**src/rtl/retospect_cfg_loader.sv**
```systemverilog
// -----------------------------------------------------------------------------
// retospect_cfg_loader
//
// Streams host bytes (LSB first) into a serial configuration shift chain of
// CHAIN_LEN bits, optionally reads the chain back by rotating it once while
// comparing rotate-xor signatures, then pulses the chain's network-state reset
// and reports completion.
//
// Ports
//   clk, rst_n          clock, asynchronous active-low reset
//   start, verify_en    load request (IDLE only); verify_en sampled with start
//   byte_valid/ready    host byte handshake, byte_data is the byte
//   cfg_en, bs_in       chain shift enable and chain input bit
//   bs_out              chain output bit
//   reset_nn            one-cycle network-state reset pulse to the chain
//   busy, done          activity flag and one-cycle completion pulse
//   underrun, mismatch  sticky status: host starved the chain / readback bad
// -----------------------------------------------------------------------------
module retospect_cfg_loader #(
   parameter int CHAIN_LEN = 523,
   parameter int CNT_W     = 10
) (
   input  logic       clk,
   input  logic       rst_n,
   input  logic       start,
   input  logic       verify_en,
   input  logic       byte_valid,
   input  logic [7:0] byte_data,
   output logic       byte_ready,
   output logic       cfg_en,
   output logic       bs_in,
   input  logic       bs_out,
   output logic       reset_nn,
   output logic       busy,
   output logic       done,
   output logic       underrun,
   output logic       mismatch
);

   localparam int               NUM_BYTES   = (CHAIN_LEN + 7) / 8;
   localparam int               LAST_REM    = CHAIN_LEN % 8;
   localparam logic [3:0]       LAST_BITS   = (LAST_REM == 0) ? 4'd8 : 4'(LAST_REM);
   localparam logic [CNT_W-1:0] CHAIN_LEN_C = CNT_W'(CHAIN_LEN);
   localparam logic [CNT_W-1:0] NUM_BYTES_C = CNT_W'(NUM_BYTES);
   localparam logic [CNT_W-1:0] LAST_IDX_C  = CNT_W'(NUM_BYTES - 1);

   typedef enum logic [2:0] {S_IDLE, S_LOAD, S_VERIFY, S_PULSE, S_DONE} state_t;

   state_t           state;
   logic [7:0]       sr;           // shift register feeding bs_in
   logic [3:0]       sr_cnt;       // bits still to shift out of sr
   logic [7:0]       hr;           // holding register (next byte)
   logic [3:0]       hr_cnt;       // 0 means hr is empty
   logic [CNT_W-1:0] bytes_taken;
   logic [CNT_W-1:0] bits_left;    // shifts remaining in LOAD, then in VERIFY
   logic [7:0]       sig_load;
   logic [7:0]       sig_rd;
   logic             verify_flag;

   logic             in_load;
   logic             in_verify;
   logic             shift;
   logic             accept;
   logic [3:0]       byte_bits;
   logic [3:0]       sr_cnt_after;
   logic [7:0]       sig_load_nxt;
   logic [7:0]       sig_rd_nxt;

   // NOTE: every signal is assigned unconditionally at the top of the block, so no latch can be inferred.
   always_comb begin
      in_load      = (state == S_LOAD);
      in_verify    = (state == S_VERIFY);
      byte_ready   = in_load && (hr_cnt == 4'd0) && (bytes_taken != NUM_BYTES_C);
      shift        = in_load && (sr_cnt != 4'd0);
      cfg_en       = shift || in_verify;
      // VERIFY rotates the chain: whatever falls out is fed straight back in.
      bs_in        = in_load ? sr[0] : (in_verify ? bs_out : 1'b0);
      accept       = byte_valid && byte_ready;
      // The final byte only carries the leftover chain bits; its upper bits are never shifted.
      byte_bits    = (bytes_taken == LAST_IDX_C) ? LAST_BITS : 4'd8;
      sr_cnt_after = sr_cnt - {3'b000, shift};
      sig_load_nxt = {sig_load[6:0], sig_load[7]} ^ {7'b0, bs_in};
      sig_rd_nxt   = {sig_rd[6:0], sig_rd[7]} ^ {7'b0, bs_out};
   end

   // NOTE: sequential state uses non-blocking assignments only; a later assignment in this block overrides an earlier one for the same register.
   always_ff @(posedge clk or negedge rst_n) begin
      if (!rst_n) begin
         state       <= S_IDLE;
         sr          <= 8'h00;
         sr_cnt      <= 4'd0;
         hr          <= 8'h00;
         hr_cnt      <= 4'd0;
         bytes_taken <= '0;
         bits_left   <= '0;
         sig_load    <= 8'h00;
         sig_rd      <= 8'h00;
         verify_flag <= 1'b0;
         underrun    <= 1'b0;
         mismatch    <= 1'b0;
         busy        <= 1'b0;
         done        <= 1'b0;
         reset_nn    <= 1'b0;
      end else begin
         done     <= 1'b0;
         reset_nn <= 1'b0;
         case (state)
            S_IDLE: begin
               if (start) begin
                  state       <= S_LOAD;
                  busy        <= 1'b1;
                  bits_left   <= CHAIN_LEN_C;
                  sig_load    <= 8'h00;
                  sig_rd      <= 8'h00;
                  underrun    <= 1'b0;
                  mismatch    <= 1'b0;
                  verify_flag <= verify_en;
                  sr_cnt      <= 4'd0;
                  hr_cnt      <= 4'd0;
                  bytes_taken <= '0;
               end
            end

            S_LOAD: begin
               if (shift) begin
                  sr        <= {1'b0, sr[7:1]};
                  sig_load  <= sig_load_nxt;
                  bits_left <= bits_left - CNT_W'(1);
               end
               sr_cnt <= sr_cnt_after;
               // The chain is starving once streaming has begun and sr has run dry.
               if ((sr_cnt == 4'd0) && (bytes_taken != '0))
                  underrun <= 1'b1;
               if (sr_cnt_after == 4'd0) begin
                  // sr empties this cycle: refill from hr, or take the incoming byte directly.
                  if (hr_cnt != 4'd0) begin
                     sr     <= hr;
                     sr_cnt <= hr_cnt;
                     hr_cnt <= 4'd0;
                  end else if (accept) begin
                     sr     <= byte_data;
                     sr_cnt <= byte_bits;
                  end
               end else if (accept) begin
                  hr     <= byte_data;
                  hr_cnt <= byte_bits;
               end
               if (accept)
                  bytes_taken <= bytes_taken + CNT_W'(1);
               if (shift && (bits_left == CNT_W'(1))) begin
                  bits_left <= CHAIN_LEN_C;
                  if (verify_flag) begin
                     state <= S_VERIFY;
                  end else begin
                     state    <= S_PULSE;
                     reset_nn <= 1'b1;
                  end
               end
            end

            S_VERIFY: begin
               sig_rd    <= sig_rd_nxt;
               bits_left <= bits_left - CNT_W'(1);
               if (bits_left == CNT_W'(1)) begin
                  mismatch <= (sig_rd_nxt != sig_load);
                  state    <= S_PULSE;
                  reset_nn <= 1'b1;
               end
            end

            S_PULSE: begin
               state <= S_DONE;
               busy  <= 1'b0;
               done  <= 1'b1;
            end

            S_DONE: begin
               state <= S_IDLE;
            end

            default: begin
               state <= S_IDLE;
               busy  <= 1'b0;
            end
         endcase
      end
   end

endmodule

```
**config.mk**
```make
export PLATFORM = sky130hd
export DESIGN_NAME = retospect_cfg_loader
export DESIGN_NICKNAME = d
export VERILOG_FILES = /design/src/rtl/retospect_cfg_loader.sv
export SDC_FILE = /design/constraint.sdc
export NUM_CORES = 1
export LEC_CHECK = 0
export CAP_MARGIN = 20
export CORE_ASPECT_RATIO = 0.9
export CORE_UTILIZATION = 40
export DETAILED_ROUTE_END_ITERATION = 6
export PLACE_DENSITY = 0.54
export SYNTH_ARGS = -nofsm -noshare
export SYNTH_HDL_FRONTEND = slang
export SYNTH_SLANG_ARGS = --single-unit
```
**constraint.sdc**
```tcl
create_clock -name clk -period 6.7 [get_ports clk]
set_input_delay 2.01 -clock clk [delete_from_list [all_inputs] [get_ports clk]]
set_output_delay 2.01 -clock clk [all_outputs]
set_load 0.05 [all_outputs]
```
======== After elaboration in Yosys (flattened, before gate mapping) ========
Cells that the tools add are included.
operators by class
  $add $sub $neg .......................... 3
  equal/unequal tests ..................... 17
  mux-type cells .......................... 44
  bitwise logic cells ..................... 4
  reduce and logical (&&, ||, !) cells .... 30
operators by type and width
  kind                                                                       count
  10-bit two-way mux                                                         5
  8-bit two-way mux                                                          6
  4-bit two-way mux                                                          8
  8-bit one-hot mux with 2 select lines                                      2
  10-bit one-hot mux with 3 select lines                                     1
  3-bit AND reduction                                                        7
  10-bit one-hot mux with 2 select lines                                     1
  4-bit one-hot mux with 2 select lines                                      2
  8-bit by 1-bit bitwise XOR with 8-bit output                               2
  4-bit logical NOT                                                          3
  3-bit one-hot mux with 4 select lines                                      1
  1-bit two-way mux                                                          11
  10-bit by 1-bit adder with 10-bit output (second input constant)           1
  10-bit by 1-bit == test with 1-bit output (second input constant)          1
  10-bit by 7-bit == test with 1-bit output (second input constant)          1
  10-bit by 7-bit inequality test with 1-bit output (second input constant)  1
  2-bit by 1-bit inequality test with 1-bit output (second input constant)   5
  10-bit nonzero test                                                        1
  10-bit by 1-bit subtractor with 10-bit output (second input constant)      1
  3-bit two-way mux                                                          3
  8-bit inequality test                                                      1
  1-bit one-hot mux with 2 select lines                                      4
  2-bit AND reduction                                                        4
  4-bit nonzero test                                                         2
  other kinds (15)                                                           24
word-level totals
  register bits ........................... 69
  input port bits ......................... 14
  output and inout bits ................... 8

======== Logic depth before layout (Yosys ltp) ========
Gate-level depths: netlist of run 1.
  word-level depth ........................ 8
  depth in mapped cells ................... 13

======== Least setup slack after synthesis of run 1 ========
Ideal clock, no wire load.
  path type ............................... input-to-output
  start point ............................. input bs_out
  end point ............................... output bs_in
  arrival time ............................ 2.455 ns
  data required time ...................... 4.690 ns
  path slack .............................. 2.235 ns
  cell stages on the path ................. 1
  buffers on the path ..................... 0
  cell sequence ........................... a22o_1
on the way
  cells in the longest elaborated chain, start to end .. 2
RTL lines
  element                         RTL line  RTL
  start, declared                 32        input logic bs_out,
  1-bit two-way mux (2 in a row)  77        bs_in = in_load ? sr[0] : (in_verify ? bs_out : 1'b0);
  end, declared                   31        output logic bs_in,
Every way passes these cells.

======== Final worst setup path of run 1 ========
Ends and elaborated chain as after synthesis.

==> run metrics, run 1 <==
status completed; max_cap viols 0; Fillers 836; PostCTS Resize Cnt 0; DRT Wirelength 7.700 mm; hold buffers post-CTS 0; HP Class reg2reg; synth unique cells 65; CTS tree yes; # Post-CTS Setup Buffers 0; sequential fraction of the synthesis area 46.24%; H-tree depth 3; port bufs 21; pwr/cell area 417.8 nW/um^2; first-pass GRT wire length 13.44 mm; total CTS buffers 9; Synth Cell Area 3626 sq um; Top FF cell, synth dfrtp_1; most frequent cells in the layout dfrtp_1 (67), nand2_1 (37), nor2_1 (32), clkdlybuf4s50_1 (20), o21ai_0 (17); antenna violations before repair 0; Initial Util 41.73%; I/O Pins 22; CP max FO 2; Die H 92.33 um; Layout area overhead 14.84%; Clk Latency, worst-skew pair 0.34 ns; largest net degree at the start of global routing 68; register bit count reported by yosys 67; vias in the first global route 2707; final instance area 4164 sq um; global placement routability congestion 0.7593; Antenna diodes 0; RSZ-0062 raised after global routing no; Post-synth EDFFs 0; Residual DRC 0; Core Region 8688 sq um; slew margin rel. 31.75%; final setup vio count 0; Clock Tree Root clkbuf_8; most common cell after layout, fill and taps aside dfrtp_1; clock buffer depth 2; GRT Residual Overflow 0; Synth area leader dfrtp_1; Yosys warnings 0; nets 401; global-route usage over all layers 18.24%; CP endpoint kind output port; crit path DAT 3.50 ns; Slew @ Worst Pin 1.014 ns; Crit Path Category in2out; Tcrit/Tclk final 82.21%; routed via count 2707; Clock Sinks 67; Avg Inst Size Synth 10.13 sq um; Critical Path RT 4.69 ns; Die Area 9450 sq um; setup_tns 0 ns; fmax 181.6 MHz; critical path startpoint category input port; worst reg2reg path depth 11; synthesized instance count 358; row count 32; Clock transition at path regs 0.07 ns; worst-case vdd ir drop 0.1760 mV; width of the chip 102.4 um; routed length per placed instance 15.31 um; drt pass-1 iters 4; HPWL Detailed 5.168 mm; largest cells by area after synthesis dfrtp_1 (46%), a22o_1 (3.9%), nand2_1 (3.8%), xnor2_1 (3.4%), nor2_1 (3.3%); Worst Skew 0.008824 ns; number of vias per cell 5.382; final hold violations 0; LEAKAGE 1.723 nW; share of post-route cells with drive strength above 1 11.20%; WHS Path Cells 1; antenna viol nets, final 0; Async S/R FF share, synth 100.0%; Post-DP Area 3936 sq um; DR iter-0 viols 91; Max Slew Vio Count 0; Synth top area share 46.24%; crit path time final 5.508 ns; syn_nets 380
-- Yosys cell counts (5+ instances only) --
cell type / number
xor2_1: 5
clkbuf_1: 5
inv_1: 11
nor3b_1: 7
mux2_1: 8
nor2_1: 32
nand3_1: 10
o31ai_1: 7
nor3_1: 8
dfrtp_1: 67
o21ai_0: 17
and4_1: 7
and3_1: 5
a32oi_1: 7
nand4_1: 8
o21bai_1: 5
xnor2_1: 14
buf_2: 7
a22o_1: 16
nand2_1: 37
ha_1: 8
-- where the power goes --
part	internal, mW	leakage [nW]	switching [mW]
clock	0.230	0.113	0.152
sequential	0.541	0.845	0.136
combinational	0.302	0.766	0.379
-- worst max-delay path: stages --
cell and delay [ns]:
clkdlybuf4s50_1 0.50, a22o_1 0.18, clkdlybuf4s50_1 0.81
-- per-layer routing --
layer	part of all wire, %	global-route usage (%)	vias to the layer above
met5	0	0	-
met4	0.78	4.643	0
met3	2.8	4.226	8
met2	45	28.08	35
met1	52	25.76	1304
li1	-	-	1360
-- cells by family after synthesis --
kind of cell / count (synthesis) / share of synthesized area, %
AND/OR/NAND/NOR: 141 / 21.36
flip-flops: 67 / 46.24
AO/OA/AOI/OAI: 86 / 18.36
buffers and inverters: 27 / 3.450
XOR/XNOR: 20 / 5.038
adder cells (fa/ha/maj): 8 / 2.761
multiplexers: 9 / 2.795
-- per-stage QoR --
step	cells	hold WS (ns)	setup WS [ns]	utilization, %	power [mW]
final	503	0.4960	1.192	47.93	1.740
after global routing	503	0.5022	1.145	47.93	1.880
after CTS	503	0.5017	1.187	47.93	1.761
after detailed placement	487	0.4824	1.197	45.31	1.371
after global placement	487	0.4753	1.209	45.31	1.355
after floorplan	358	0.4580	2.235	-	1.196
-- path summary, 6_finish.rpt --
check                                     start                         end  slack, ns
min in group asynchronous                 rst_n    bits_left[3]$_DFFE_PN0P_       1.86
hold reg to reg               hr[5]$_DFFE_PN0P_           hr[5]$_DFFE_PN0P_       0.50
max in group asynchronous                 rst_n  bytes_taken[7]$_DFFE_PN0P_       4.28
hold / removal                hr[5]$_DFFE_PN0P_           hr[5]$_DFFE_PN0P_       0.50
setup / recovery                         bs_out                       bs_in       1.19
setup reg to reg           state[0]$_DFFE_PN0P_           sr[0]$_DFFE_PN0P_       3.08
-- state kept, by name (all words and copies together) (netlist names), 2 cells and up --
name and count:
bits_left 10, bytes_taken 10, hr 8, hr_cnt 2
sig_load 8, sig_rd 8, sr 8, sr_cnt 4
state 3
-- final cells by class --
cell class	count	area (sq um)	area share, %
clock buffer	12	155.1	3.726
tap	119	148.9	3.576
inverter	12	45.04	1.082
clock inverter	4	72.57	1.743
timing repair buffer	25	235.2	5.649
sequential	67	1677	40.26
multi-input combinational	264	1831	43.96
(Power assumes the default switching activity.)
==> inputs of run 2 (changes only) <==
Clock period 6.7 ns to 5.4 ns, I/O delays scaled along.
==> run 2 against run 1 <==
Routed wire length grew 4.6%. Clock skew grew 0.0026 ns. Register-to-register slack lost 0.95 ns. Critical endpoint unchanged.
==> run metrics, run 2 (synthesis gave the netlist of run 1 again) <==
Die H 92.33 um (unchanged); global placement routability congestion 0.7584 (-0.12%); DRT Wirelength 8.052 mm (+4.6%); slew margin rel. 57.80% (+26 points); row count 32 (unchanged); share of post-route cells with drive strength above 1 12.60% (+1.4 points); status completed; routed length per placed instance 15.85 um (+3.5%); GRT Residual Overflow 0 (unchanged); Worst Skew 0.01140 ns (+0.002574 ns); routed via count 2783 (+2.8%); drt pass-1 iters 5 (+1); I/O Pins 22 (unchanged); CP max FO 2 (unchanged); most frequent cells in the layout dfrtp_1 (67), nand2_1 (37), nor2_1 (32), clkdlybuf4s50_1 (20), o21ai_0 (17); Flop pwr share 37.0% (-1.9 points); largest net degree at the start of global routing 44 (-35%); HP Class reg2reg; Finished Layout Cells 508 (+0.99%); largest registers bits_left: 10 flops, bytes_taken: 10 flops; hold buffers post-CTS 0 (unchanged); final setup vio count 0 (unchanged); clock share of power 25.0% (+3.1 points); Crit Path Category in2out; Crit Reg-Reg Startpoint state[0]$_DFFE_PN0P_; Post-DP Area 3966 sq um (+0.76%); first-pass GRT wire length 13.79 mm (+2.6%); CP delay by family, top buffers and inverters; RR Endpoint sr_cnt[1]$_DFFE_PN0P_; PostCTS Resize Cnt 0 (unchanged); nets 406 (+1.2%); CP Depth 3 (unchanged); Clock Sinks 67 (unchanged); Die Area 9450 sq um (unchanged); number of vias per cell 5.478 (+1.8%); global-route usage over all layers 19.28% (+1.0 points); clock buffer depth 2 (unchanged); worst-case vdd ir drop 0.2654 mV (+51%); width of the chip 102.4 um (unchanged); critical path startpoint category input port; max_cap viols 0 (unchanged); crit path DAT 3.10 ns (-0.40 ns); vias in the first global route 2735 (+1.0%); Residual DRC 0 (unchanged); CP endpoint kind output port; combinational share of power 38.0% (-1.2 points); crit path cell chain clkdlybuf4s50_1 -> a22o_1 -> clkdlybuf4s50_1; Critical-path top delay cell clkdlybuf4s50_1; Internal Power 1.426 mW (+33%); CP max stage delay 0.81 ns (about the same); Critical path origin bs_out; CTS tree yes; final instance area 4268 sq um (+2.5%); Initial Util 41.73% (unchanged); final hold violations 0 (unchanged); DR iter-0 viols 135 (+48%); Core Region 8688 sq um (unchanged); RSZ-0062 raised after global routing no; worst reg2reg path depth 11 (unchanged); LEAKAGE 1.775 nW (+3.0%); Switching Fraction 37.35% (-0.98 points); Clock Tree Root clkbuf_8; Max Slew Vio Count 0 (unchanged); Layout area overhead 17.70%; Slew @ Worst Pin 0.6282 ns (-0.3862 ns); crit path time final 4.724 ns; Tcrit/Tclk final 87.48%; most common cell after layout, fill and taps aside dfrtp_1; # placed instances 491 (+0.82%); Clk Latency, worst-skew pair 0.35 ns (about the same); antenna violations before repair 0 (unchanged); setup_tns 0 ns (unchanged); FF-to-FF setup slack 2.13 ns (-0.95 ns); total CTS buffers 9 (unchanged); H-tree depth 3 (unchanged); fmax 211.7 MHz; # Post-CTS Setup Buffers 0 (unchanged); antenna viol nets, final 0 (unchanged); HPWL Detailed 5.335 mm (+3.2%); Antenna diodes 0 (unchanged); crit path to bs_in; Critical Path RT 3.78 ns (-0.91 ns); worst path buffer plus inverter count 2 (unchanged); Top cell by count, worst path clkdlybuf4s50_1; Clock transition at path regs 0.07 ns (about the same); port bufs 21 (unchanged); P_sw 0.8498 mW (+27%); pwr/cell area 533.1 nW/um^2 (+28%)
run 2: worst min-delay path by stage:
| stage | slack, ns | startpoint | endpoint | depth (start not counted) |
|---|---|---|---|---|
| after global routing | 0.51 | hr[3]$_DFFE_PN0P_ | hr[3]$_DFFE_PN0P_ | 1 |
| final | 0.50 | hr[7]$_DFFE_PN0P_ | hr[7]$_DFFE_PN0P_ | 1 |
| after CTS | 0.50 | bits_left[9]$_DFFE_PN0P_ | bits_left[9]$_DFFE_PN0P_ | 1 |
| after floorplan | 0.46 | bits_left[9]$_DFFE_PN0P_ | bits_left[9]$_DFFE_PN0P_ | 1 |
| after global placement | 0.47 | hr[3]$_DFFE_PN0P_ | hr[3]$_DFFE_PN0P_ | 1 |
| after detailed placement | 0.48 | hr[2]$_DFFE_PN0P_ | hr[2]$_DFFE_PN0P_ | 1 |
run 2: power groups by stage:
stage | Sequential (mW) | Clock (mW) | Combinational, mW
2_1_floorplan | 0.830 | 0 | 0.653
3_3_place_gp | 0.843 | 0 | 0.854
3_5_place_dp | 0.847 | 0 | 0.867
4_1_cts | 0.839 | 0.587 | 0.874
5_1_grt | 0.871 | 0.607 | 0.977
6_report | 0.841 | 0.570 | 0.864
run 2: worst register-to-register path: stages (launching register included):
cell and delay (ns):
dfrtp_1 0.65, nor3b_4 0.26, buf_4 0.26, nand2_2 0.09, inv_2 0.23, ha_1 0.24, ha_1 0.21, xnor2_1 0.13
and3_1 0.26, nand3_2 0.31, or2_2 0.42, o211ai_1 0.10
run 2: stage by stage:
stage	setup WS, ns	util (%)	hold WS, ns	power (mW)
floorplan	1.715	-	0.4580	1.483
finish	0.6762	49.12	0.4965	2.275
detailed placement	0.6761	45.65	0.4816	1.713
CTS	0.6687	48.80	0.5020	2.300
global placement	0.6880	45.65	0.4749	1.696
global route	0.6374	49.12	0.5109	2.455
run 2: final cells by class:
cell class / count / area [sq um]
Tap cell: 119 / 148.9
Timing Repair Buffer: 30 / 292.8
Sequential cell: 67 / 1677
Multi-Input combinational cell: 264 / 1831
Inverter: 12 / 45.04
Fill cell: 826 / 4420
Clock inverter: 6 / 136.4
Clock buffer: 10 / 137.6
run 2: layer usage:
layer	GRT usage [%]	wire length, um	vias up
met5	0	0	-
met4	5.000	89	0
met3	6.113	204	6
met2	30.37	3741	40
met1	25.53	4016	1368
li1	-	-	1369
==> inputs of run 3 (changes only) <==
Settings changed: CTS_CLUSTER_SIZE set to 12, SLEW_MARGIN set to 10.
==> results of run 3 <==
The final DEF is identical to that of run 2; final timing and power are the same.
